[config.mk]
export PLATFORM = sky130hd
export DESIGN_NAME = mem_bus_decoder
export DESIGN_NICKNAME = d
export VERILOG_FILES = /design/src/rtl/mem_bus_decoder.sv
export SDC_FILE = /design/constraint.sdc
export NUM_CORES = 1
export LEC_CHECK = 0
export ABC_AREA = 1
export CELL_PAD_IN_SITES_DETAIL_PLACEMENT = 0
export CELL_PAD_IN_SITES_GLOBAL_PLACEMENT = 1
export CORE_ASPECT_RATIO = 2
export CORE_MARGIN = 2
export CORE_UTILIZATION = 35
export CTS_CLUSTER_SIZE = 28
export DETAILED_ROUTE_END_ITERATION = 8
export PLACE_DENSITY = 0.83
export SLEW_MARGIN = 15
export SYNTH_ARGS = -nofsm -noshare
export SYNTH_HDL_FRONTEND = slang
export SYNTH_SLANG_ARGS = --single-unit
[constraint.sdc]
create_clock -name clk -period 4.4 [get_ports clk]
set_input_delay 0.88 -clock clk [delete_from_list [all_inputs] [get_ports clk]]
set_output_delay 0.88 -clock clk [all_outputs]
set_load 0.02 [all_outputs]
[src/rtl/mem_bus_decoder.sv]
// Memory-bus decoder/sequencer: control-register block plus NUM_REGIONS wait-stated regions.
// Optional ready-timeout abort is compiled in when MEMBUS_TIMEOUT_EN is defined.
module mem_bus_decoder #(
  parameter int NUM_REGIONS  = 4,
  parameter int ADDR_WIDTH   = 16,
  parameter int DATA_WIDTH   = 8,
  parameter logic [NUM_REGIONS*ADDR_WIDTH-1:0] REGION_BASE = {16'hE000, 16'h4000, 16'h0800, 16'h0000},
  parameter logic [NUM_REGIONS*ADDR_WIDTH-1:0] REGION_MASK = {16'hE000, 16'hE000, 16'hF800, 16'hF800},
  parameter logic [NUM_REGIONS*4-1:0]          REGION_WAIT = {4'd1, 4'd2, 4'd0, 4'd0},
  parameter logic [NUM_REGIONS-1:0]            REGION_EN   = 4'b1111,
  parameter logic [ADDR_WIDTH-1:0]             CTRL_BASE   = 16'h6000,
  parameter int CTRL_COUNT   = 4,
  parameter int TIMEOUT_BITS = 6
) (
  input  logic                              clk,
  input  logic                              reset,
  input  logic [ADDR_WIDTH-1:0]             cpuAddr,
  input  logic [DATA_WIDTH-1:0]             cpuDataWrite,
  input  logic                              cpuWrite,
  input  logic                              cpuStrobe,
  output logic [DATA_WIDTH-1:0]             cpuDataRead,
  output logic                              cpuReady,
  output logic [NUM_REGIONS-1:0]            regionStrobe,
  output logic                              regionWrite,
  output logic [ADDR_WIDTH-1:0]             regionAddr,
  output logic [DATA_WIDTH-1:0]             regionDataOut,
  input  logic [NUM_REGIONS*DATA_WIDTH-1:0] regionDataIn,
  input  logic [NUM_REGIONS-1:0]            regionReady,
  output logic [CTRL_COUNT*DATA_WIDTH-1:0]  ctrlOut,
  output logic                              busError,
  output logic [ADDR_WIDTH-1:0]             errorAddr
);

  localparam int RW = (NUM_REGIONS > 1) ? $clog2(NUM_REGIONS) : 1;
  localparam int CW = (CTRL_COUNT > 1) ? $clog2(CTRL_COUNT) : 1;
  localparam logic [ADDR_WIDTH-1:0] CTRL_MASK = ADDR_WIDTH'(CTRL_COUNT - 1);

  localparam logic [2:0] IDLE   = 3'd0;
  localparam logic [2:0] STROBE = 3'd1;
  localparam logic [2:0] WAIT   = 3'd2;
  localparam logic [2:0] DONE   = 3'd3;
  localparam logic [2:0] ERR    = 3'd4;

  if (NUM_REGIONS < 1 || NUM_REGIONS > 8 || CTRL_COUNT < 1 || CTRL_COUNT > 16 ||
      (CTRL_COUNT & (CTRL_COUNT - 1)) != 0 || TIMEOUT_BITS < 1) begin : g_bad_cfg
    $error("mem_bus_decoder: unsupported parameter set");
  end

  logic [2:0]            state;
  logic [RW-1:0]         sel_p0;
  logic [3:0]            wait_cnt;
  logic                  ctrl_hit;
  logic [CW-1:0]         ctrl_idx;
  logic [DATA_WIDTH-1:0] ctrl_rd;
  logic                  reg_hit;
  logic [RW-1:0]         hit_idx;
  logic [3:0]            hit_wait;
  logic                  sel_ready;
  logic [DATA_WIDTH-1:0] sel_data;
  logic                  timeout;

  // Decode: control block first, then the lowest-index enabled matching region.
  always_comb begin
    ctrl_hit = ((cpuAddr & ~CTRL_MASK) == CTRL_BASE);
    ctrl_idx = cpuAddr[CW-1:0] & CW'(CTRL_COUNT - 1);
    ctrl_rd  = '0;
    for (int k = 0; k < CTRL_COUNT; k++) begin
      if (ctrl_idx == CW'(k)) ctrl_rd = ctrlOut[k*DATA_WIDTH +: DATA_WIDTH];
    end
    reg_hit  = 1'b0;
    hit_idx  = '0;
    hit_wait = '0;
    for (int i = NUM_REGIONS - 1; i >= 0; i--) begin
      if (REGION_EN[i] &&
          ((cpuAddr & REGION_MASK[i*ADDR_WIDTH +: ADDR_WIDTH]) == REGION_BASE[i*ADDR_WIDTH +: ADDR_WIDTH])) begin
        reg_hit  = 1'b1;
        hit_idx  = RW'(i);
        hit_wait = REGION_WAIT[i*4 +: 4];
      end
    end
  end

  always_comb begin
    sel_ready    = 1'b0;
    sel_data     = '0;
    regionStrobe = '0;
    for (int i = 0; i < NUM_REGIONS; i++) begin
      if (sel_p0 == RW'(i)) begin
        sel_ready       = regionReady[i];
        sel_data        = regionDataIn[i*DATA_WIDTH +: DATA_WIDTH];
        regionStrobe[i] = (state == STROBE);
      end
    end
  end

  assign cpuReady = (state == DONE);
  assign busError = (state == ERR);

`ifdef MEMBUS_TIMEOUT_EN
  logic [TIMEOUT_BITS-1:0] to_cnt;
  logic                    stalled;

  assign stalled = (state == WAIT) && (wait_cnt == 4'd0) && !sel_ready;
  assign timeout = stalled && (to_cnt == '1);

  always_ff @(posedge clk or negedge reset) begin
    if (!reset)       to_cnt <= '0;
    else if (stalled) to_cnt <= to_cnt + 1'b1;
    else              to_cnt <= '0;
  end
`else
  assign timeout = 1'b0;
`endif

  always_ff @(posedge clk or negedge reset) begin
    if (!reset) begin
      state         <= IDLE;
      sel_p0        <= '0;
      wait_cnt      <= '0;
      regionAddr    <= '0;
      regionDataOut <= '0;
      regionWrite   <= 1'b0;
      cpuDataRead   <= '0;
      errorAddr     <= '0;
      ctrlOut       <= '0;
    end else begin
      case (state)
        IDLE: begin
          if (cpuStrobe) begin
            regionAddr    <= cpuAddr;
            regionDataOut <= cpuDataWrite;
            regionWrite   <= cpuWrite;
            cpuDataRead   <= '0;
            if (ctrl_hit) begin
              if (cpuWrite) begin
                for (int k = 0; k < CTRL_COUNT; k++) begin
                  if (ctrl_idx == CW'(k)) ctrlOut[k*DATA_WIDTH +: DATA_WIDTH] <= cpuDataWrite;
                end
              end else begin
                cpuDataRead <= ctrl_rd;
              end
              state <= DONE;
            end else if (reg_hit) begin
              sel_p0   <= hit_idx;
              wait_cnt <= hit_wait;
              state    <= STROBE;
            end else begin
              errorAddr <= cpuAddr;
              state     <= ERR;
            end
          end
        end
        STROBE: state <= WAIT;
        WAIT: begin
          if (wait_cnt != 4'd0) begin
            wait_cnt <= wait_cnt - 4'd1;
          end else if (sel_ready) begin
            cpuDataRead <= regionWrite ? '0 : sel_data;
            state       <= DONE;
          end else if (timeout) begin
            errorAddr   <= regionAddr;
            cpuDataRead <= '0;
            state       <= ERR;
          end
        end
        ERR:     state <= DONE;
        DONE:    state <= IDLE;
        default: state <= IDLE;
      endcase
    end
  end

endmodule
==> impl_metrics.json, run 1 <==
{
  "ctsRootBufferMaster": "clkbuf_16",
  "cts_buffer_depth": 2,
  "cts_resized": 0,
  "setup_tns_ns": 0,
  "cts_tree": "built",
  "globalplace.congestion": 0.8489,
  "grt_usage_pct": 21.04,
  "cts.sinks": 90,
  "timing.critical_path.buf_inv": 1,
  "synth.avg_cell_area_um2": 7.257,
  "ir_drop_mv": 0.3211,
  "crit_arrival_ns": 2.24,
  "hold_path.class": "register to register",
  "cellLeakagePower_nw": 3.228,
  "grt_first_pass_wirelength_mm": 23.27,
  "portBuffers": 150,
  "ys_warn_count": 0,
  "io_pins": 151,
  "vias": 4502,
  "firstDrtPassIters": 4,
  "multi_input_area_um2": 1898,
  "required_ns": 3.52,
  "cap_violations": 0,
  "die_y_um": 166.9,
  "routedWlPerCell_um": 15.67,
  "drive_gt1_share_pct": 5.330,
  "antenna_found_initial": 0,
  "wl_mm": 14.73,
  "worst_path_max_delay_cell": "dfrtp_1",
  "power_density_nw_per_um2": 566.0,
  "cts_buffers": 9,
  "layout_common_cells": "239 x nand2_1, 149 x clkdlybuf4s50_1, 93 x inv_1",
  "setup_violations": 0,
  "hold_violations": 0,
  "drt-vias-per-instance": 4.789,
  "critical_path_class": "register to output port",
  "htree_num_levels": 3,
  "syn_inst": 640,
  "clk_latency_ns": 0.34,
  "core_area_um2": 12990,
  "clkTransAtPathRegs_ns": 0.07,
  "seq_area_frac_synth_pct": 48.49,
  "antenna_cells": 0,
  "nets": 849,
  "yosysUniqueCellTypes": 29,
  "grt_pass1_vias": 4574,
  "worstMarginPinSlew_ns": 0.7943,
  "fmax_mhz": 320.9,
  "drt_iter0_drc": 198,
  "ctsHoldBuffers": 0,
  "fillerInstances": 1312,
  "crit_chain": "nand2_1 > nor2_1 > clkdlybuf4s50_1",
  "cp-end-kind": "output port",
  "holdWs_ns": 0.4739,
  "rsz0062_at_grt": "false",
  "fin_crit_ns": 3.116,
  "synth_seq_cells": 90,
  "worst_path_largest_cell_delay_ns": 0.66,
  "outcome": "finished, final reports clean",
  "startpoint_type": "register",
  "drc": 0,
  "max_slew_margin_pct": 47.05,
  "start_util_pct": 35.75,
  "critical_path_peak_fanout": 16,
  "chipWidth_um": 85.46,
  "cts_setup_buffers": 0,
  "grt_max_degree": 62,
  "die_area_um2": 14260,
  "finalMaxSlewViolations": 0,
  "period_share_pct": 70.83,
  "netlist_area_um2": 4644,
  "skew_ns": 0.009946,
  "final_common_cell": "nand2_1",
  "p_total_w": 0.003704,
  "grt.overflow.total": 0,
  "synthesis.nets": 706,
  "cp_top_family": "flip-flops",
  "hpwl_mm": 11.51,
  "seq_area_um2": 2252,
  "syn2layout_area_growth_pct": 40.89,
  "ant_nets": 0,
  "rows": 59
}
-- stage by stage --
step / instance area [um^2] / instances / setup slack (ns) / util (%)
finish: 6544 / 940 / 1.284 / 50.37
global route: 6544 / 940 / 1.128 / 50.37
CTS: 6544 / 940 / 1.268 / 50.37
detailed placement: 6218 / 924 / 1.509 / 47.86
global placement: 6218 / 924 / 1.547 / 47.86
floorplan: 4644 / 640 / 2.390 / -
-- layer usage --
metal  global-route usage (%)  wire [um]  vias up
met2                    39.44       8297      135
met1                    22.25       5251     2103
met3                    3.915        640       29
met5                        0          0        -
met4                    8.903        542        0
li1                         -          -     2235
-- state kept, by name, summed over array words and instances (netlist names) --
register / cells
cpuDataRead: 8
regionAddr: 16
regionWrite: 1
regionDataOut: 8
ctrlOut: 32
state: 3
sel_p0: 2
errorAddr: 16
wait_cnt: 4
-- logic make-up (layout without fill, tap and decap cells) --
family,count (synthesis),after routing,share of synthesized area [%]
XOR/XNOR,2,2,0.3772
flip-flops,90,90,48.49
buffers and inverters,118,266,10.64
AND/OR/NAND/NOR,342,342,30.50
adder cells (fa/ha/maj),2,2,0.5387
AO/OA/AOI/OAI,86,86,9.456
-- synth_stat cells, drive strengths merged --
master / number / share of area, %
a21oi: 1 / 0.11
a31oi: 1 / 0.13
buf: 12 / 2.1
clkbuf: 7 / 0.57
clkinv: 1 / 0.081
dfrtp: 90 / 48
ha: 2 / 0.54
inv: 98 / 7.9
nand2: 245 / 20
nand3: 32 / 3.6
nand4: 1 / 0.13
nor2: 52 / 5.0
nor3: 7 / 0.75
o211ai: 2 / 0.32
o21a: 1 / 0.16
o21ai: 81 / 8.7
or2: 5 / 0.67
xnor2: 1 / 0.19
xor2: 1 / 0.19
-- worst paths after layout --
check / start / to / slack (ns) / cells past startpoint
max in group asynchronous: reset / regionWrite / 2.86 / 2
hold reg to reg: regionAddr[6] / regionAddr[6] / 0.47 / 2
hold / removal: regionAddr[6] / regionAddr[6] / 0.47 / 2
setup / recovery: sel_p0[1] / regionStrobe[3] / 1.28 / 3
min in group asynchronous: reset / regionDataOut[2] / 0.61 / 1
setup reg to reg: sel_p0[1] / cpuDataRead[2] / 2.25 / 8
-- area by class of cell --
cell class / instances / area share [%]
Clock buffer: 10 / 3.499
Clock inverter: 6 / 1.472
Inverter: 99 / 5.679
Multi-Input combinational cell: 432 / 29.01
Sequential cell: 90 / 34.42
Tap cell: 152 / 2.906
Timing Repair Buffer: 151 / 23.02
-- worst reg2reg max path, stage by stage (launching register included) --
cell     delay [ns]
dfrtp_1        0.66
nand2_1        0.41
inv_1          0.17
nand2_1        0.07
nand2_1        0.09
o21ai_1        0.08
nor2_1         0.42
nand2_1        0.11
nand2_1        0.08
-- report_power, final --
part,switching (W),internal (W),total [W]
clock,0.000343,0.000506,0.000849
sequential,0.000177,0.00107,0.00124
combinational,0.000953,0.000657,0.00161
total,0.00147,0.00223,0.00370
Note: power is estimated with default switching activity, not from simulation.
==> run 2, diff against run 1 <==
Settings changed: CORE_UTILIZATION 35 to 29, PLACE_DENSITY 0.83 to 0.73.
Clock period 4.4 ns to 2.6 ns, I/O delays scaled along.
==> run 2 against run 1 <==
Net effect:
- utilization decreased by 7.8 points
- clock power up 67%
- worst setup slack got worse by 1.2 ns
==> impl_metrics.json, run 2 (synthesis results as in run 1) <==
{
  "regMostFlops": "ctrlOut",
  "grt_first_pass_wirelength_mm": 23.95,
  "cts_buffer_depth": 2,
  "hold_violations": 0,
  "clkTransAtPathRegs_ns": 0.07,
  "clk_latency_ns": 0.34,
  "cts_buffers": 9,
  "cts_tree": "built",
  "cts.sinks": 90,
  "vias": 4480,
  "crit_arrival_ns": 1.98,
  "fin_crit_ns": 2.502,
  "nets": 858,
  "setup_violations": 0,
  "core_area_um2": 15700,
  "ctsRootBufferMaster": "clkbuf_16",
  "grt_max_degree": 48,
  "wl_mm": 15.31,
  "fmax_mhz": 399.7,
  "layout_common_cells": "239 x nand2_1, 149 x clkdlybuf4s50_1, 93 x inv_1",
  "period_share_pct": 96.23,
  "finalMaxSlewViolations": 0,
  "cts_resized": 0,
  "drt-vias-per-instance": 4.489,
  "max_slew_margin_pct": 60.25,
  "grt_usage_pct": 18.29,
  "skew_ns": 0.01096,
  "start_util_pct": 29.59,
  "worstMarginPinSlew_ns": 0.5963,
  "startpoint_type": "register",
  "firstDrtPassIters": 4,
  "cap_violations": 0,
  "globalplace.congestion": 0.8146,
  "rows": 65,
  "drt_iter0_drc": 210,
  "ctsHoldBuffers": 0,
  "grt.overflow.total": 0,
  "htree_num_levels": 3,
  "antenna_cells": 0,
  "largestRegisters": "ctrlOut (32), errorAddr (16), regionAddr (16)",
  "hpwl_mm": 12.10,
  "largest_register_ffs": 32,
  "final_common_cell": "nand2_1",
  "antenna_found_initial": 0,
  "ir_drop_mv": 0.4529,
  "hold_path.class": "primary input to async pin",
  "critical_path_peak_fanout": 11,
  "holdWs_ns": 0.1834,
  "power_density_nw_per_um2": 948.6,
  "setup_tns_ns": 0,
  "cp-end-kind": "output port",
  "cts_setup_buffers": 0,
  "chipWidth_um": 93.49,
  "cellLeakagePower_nw": 3.275,
  "required_ns": 2.08,
  "syn2layout_area_growth_pct": 43.94,
  "die_y_um": 183.0,
  "portBuffers": 150,
  "io_pins": 151,
  "critical_path_class": "register to output port",
  "ant_nets": 0,
  "rsz0062_at_grt": "false",
  "outcome": "finished, final reports clean",
  "drc": 0,
  "drive_gt1_share_pct": 6.399,
  "grt_pass1_vias": 4591,
  "routedWlPerCell_um": 15.34,
  "die_area_um2": 17110,
  "final_util_pct": 42.59
}
[run 2: cell types whose count changed in the layout (fill, tap and decap cells not counted), sizes merged]
cell,previous run,this run
buf,2,11
[run 2: area by class of cell]
| class | instances | area, um^2 |
|---|---|---|
| fill | 1604 | 9011 |
| inverter | 99 | 371.6 |
| sequential | 90 | 2252 |
| clock buffer | 10 | 229.0 |
| tap | 201 | 251.5 |
| timing repair buffer | 160 | 1587 |
| clock inverter | 6 | 96.34 |
| multi-input combinational | 432 | 1898 |
[run 2: per-stage QoR]
stage / area [um^2] / setup slack (ns) / power (W) / instances
after floorplan: 4644 / 0.9499 / 0.003629 / 640
after global routing: 6685 / 0.01295 / 0.006773 / 998
final: 6685 / 0.09806 / 0.006342 / 998
after detailed placement: 6360 / 0.2626 / 0.004979 / 982
after global placement: 6360 / 0.2949 / 0.004946 / 982
after CTS: 6685 / 0.06345 / 0.006429 / 998
[run 2: power breakdown]
| group | leakage (nW) | switching (W) | internal (W) | total (W) |
|---|---|---|---|---|
| combinational | 2.10 | 0.00166 | 0.00115 | 0.00281 |
| sequential | 1.02 | 0.000306 | 0.00181 | 0.00211 |
| clock | 0.156 | 0.000566 | 0.000857 | 0.00142 |
[run 2: routing by layer]
metal	global-route usage (%)	share of wire, %	routed length [um]	vias up
met5	0	0	0	-
met4	7.647	3.4	520	0
met3	2.424	3.5	537	25
met2	35.37	56	8610	111
met1	19.16	37	5638	2081
li1	-	-	-	2263
[run 2: worst paths after layout]
kind | slack (ns) | cells past startpoint | to | startpoint
min in group clk | 0.48 | 2 | regionDataOut[5] | regionDataOut[5]
max in group asynchronous | 1.73 | 2 | state[2] | reset
min | 0.18 | 1 | ctrlOut[25] | reset
max | 0.1 | 3 | regionStrobe[1] | sel_p0[0]
min reg2reg | 0.48 | 2 | regionDataOut[5] | regionDataOut[5]
max reg2reg | 0.63 | 9 | cpuDataRead[6] | sel_p0[0]
[run 2: critical path, cell delays in order, from the launching register on]
cell,delay (ns)
dfrtp_1,0.62
inv_2,0.17
nor3_1,0.21
clkdlybuf4s50_1,0.64
==> run 3, diff against run 2 <==
Settings changed: TNS_END_PERCENT from default to 20.
Clock period 2.6 ns to 2.3 ns, I/O delays scaled along.
==> run 3 against run 2 <==
Net effect:
- clock power rose by 15%
- largest power group unchanged
- worst setup slack better by 0.092 ns
- power is 13% higher
==> impl_metrics.json, run 3 (synthesis results as in run 1) <==
{
  "outcome": "finished, final reports clean",
  "r2r_slack_ns": 0.42,
  "largestRegisters": "ctrlOut (32), errorAddr (16), regionAddr (16)",
  "drc": 0,
  "chipWidth_um": 93.49,
  "cts_buffers": 9,
  "cp_top_family": "buffers and inverters",
  "critical_path_class": "register to output port",
  "cts_resized": 5,
  "p_total_w": 0.007174,
  "io_pins": 151,
  "antenna_found_initial": 0,
  "ir_drop_mv": 0.4645,
  "skew_ns": 0.01226,
  "hpwl_mm": 11.86,
  "layout_common_cells": "239 x nand2_1, 145 x clkdlybuf4s50_1, 93 x inv_1",
  "drt_iter0_drc": 202,
  "grt.overflow.total": 0,
  "required_ns": 1.84,
  "drive_gt1_share_pct": 6.642,
  "htree_num_levels": 3,
  "period_share_pct": 91.75,
  "grt_first_pass_wirelength_mm": 23.34,
  "power_density_nw_per_um2": 1070,
  "hold_path.class": "primary input to async pin",
  "fillerInstances": 1628,
  "vias": 4462,
  "firstDrtPassIters": 4,
  "worst_path_largest_cell_delay_ns": 0.60,
  "setup_violations": 0,
  "finalMaxSlewViolations": 0,
  "critical_path_peak_fanout": 4,
  "cp-end-kind": "output port",
  "wl_mm": 15.00,
  "clk_latency_ns": 0.34,
  "cap_violations": 0,
  "rows": 65,
  "crit_chain": "inv_1 > nand2_1 > nor2_1 > clkdlybuf4s50_1",
  "die_y_um": 183.0,
  "globalplace.congestion": 0.8194,
  "grt_usage_pct": 17.84,
  "start_util_pct": 29.59,
  "routedWlPerCell_um": 15.01,
  "clkTransAtPathRegs_ns": 0.07,
  "fmax_mhz": 473.9,
  "rsz0062_at_grt": "false",
  "syn2layout_area_growth_pct": 44.29,
  "cellLeakagePower_nw": 3.302,
  "worstMarginPinSlew_ns": 0.5879,
  "portBuffers": 150,
  "cts_setup_buffers": 0,
  "setup_tns_ns": 0,
  "largest_register_ffs": 32,
  "timing.critical_path.buf_inv": 2,
  "antenna_cells": 0,
  "ctsHoldBuffers": 0,
  "fin_crit_ns": 2.110,
  "final_common_cell": "nand2_1",
  "crit_arrival_ns": 1.65,
  "ant_nets": 0,
  "grt_pass1_vias": 4521,
  "startpoint_type": "register",
  "drt-vias-per-instance": 4.466,
  "max_slew_margin_pct": 60.81,
  "nets": 859,
  "grt_max_degree": 50,
  "die_area_um2": 17110,
  "cts_tree": "built",
  "cts_buffer_depth": 2,
  "ctsRootBufferMaster": "clkbuf_16",
  "regMostFlops": "ctrlOut",
  "core_area_um2": 15700,
  "worst_path_max_delay_cell": "clkdlybuf4s50_1",
  "hold_violations": 0,
  "cts.sinks": 90
}
-- run 3: changes by cell type in the layout (fill, tap and decap cells not counted), sizes merged --
cell / previous run / this run
buf: 11 / 12
clkdlybuf4s50: 149 / 145
dlygate4sd2: 0 / 4
-- run 3: path summary, 6_finish.rpt --
kind | cells past startpoint | end | start
max | 4 | busError | state[1]
min | 1 | ctrlOut[16] | reset
max reg2reg | 8 | cpuDataRead[5] | sel_p0[1]
min reg2reg | 2 | regionAddr[9] | regionAddr[9]
max in group asynchronous | 2 | sel_p0[0] | reset
min in group clk | 2 | regionAddr[9] | regionAddr[9]
-- run 3: where the power goes --
| part | switching [W] | internal (W) |
|---|---|---|
| combinational | 0.00186 | 0.00132 |
| clock | 0.000663 | 0.000969 |
| sequential | 0.000324 | 0.00204 |
-- run 3: stage by stage --
step	instances	utilization, %	hold slack [ns]	instance area (um^2)	worst slack (ns)
finish	999	42.69	0.1110	6701	0.1898
global placement	983	40.65	0.4583	6380	0.1151
floorplan	640	-	0.1644	4644	0.7099
CTS	999	42.69	0.1286	6701	0.1736
detailed placement	983	40.65	0.4596	6380	0.06984
global route	999	42.69	0.1472	6701	0.08517
-- run 3: worst register-to-register path, stage by stage, from the launching register on --
cell     delay (ns)
dfrtp_1        0.47
buf_4          0.21
nor2_1         0.25
nand2_1        0.08
nand3_1        0.12
o21ai_1        0.08
nor2_1         0.42
nand2_1        0.10
nand2_1        0.07
-- run 3: metal layers --
layer / vias up / part of all wire (%) / global-route usage (%) / routed length, um
met2: 109 / 57 / 34.82 / 8475
met3: 24 / 3.6 / 2.013 / 543
met1: 2064 / 37 / 18.52 / 5556
met4: 0 / 2.8 / 7.706 / 421
met5: - / 0 / 0 / 0
li1: 2265 / - / - / -
-- run 3: layout make-up --
cell class	instances	area, um^2	area share [%]
flip-flops and latches	90	2253	33.63
inverters	99	371.6	5.545
repair buffers	161	1602	23.90
multi-input cells	432	1898	28.32
well taps	201	251.5	3.753
clock inverters	6	96.34	1.438
clock buffers	10	229.0	3.417
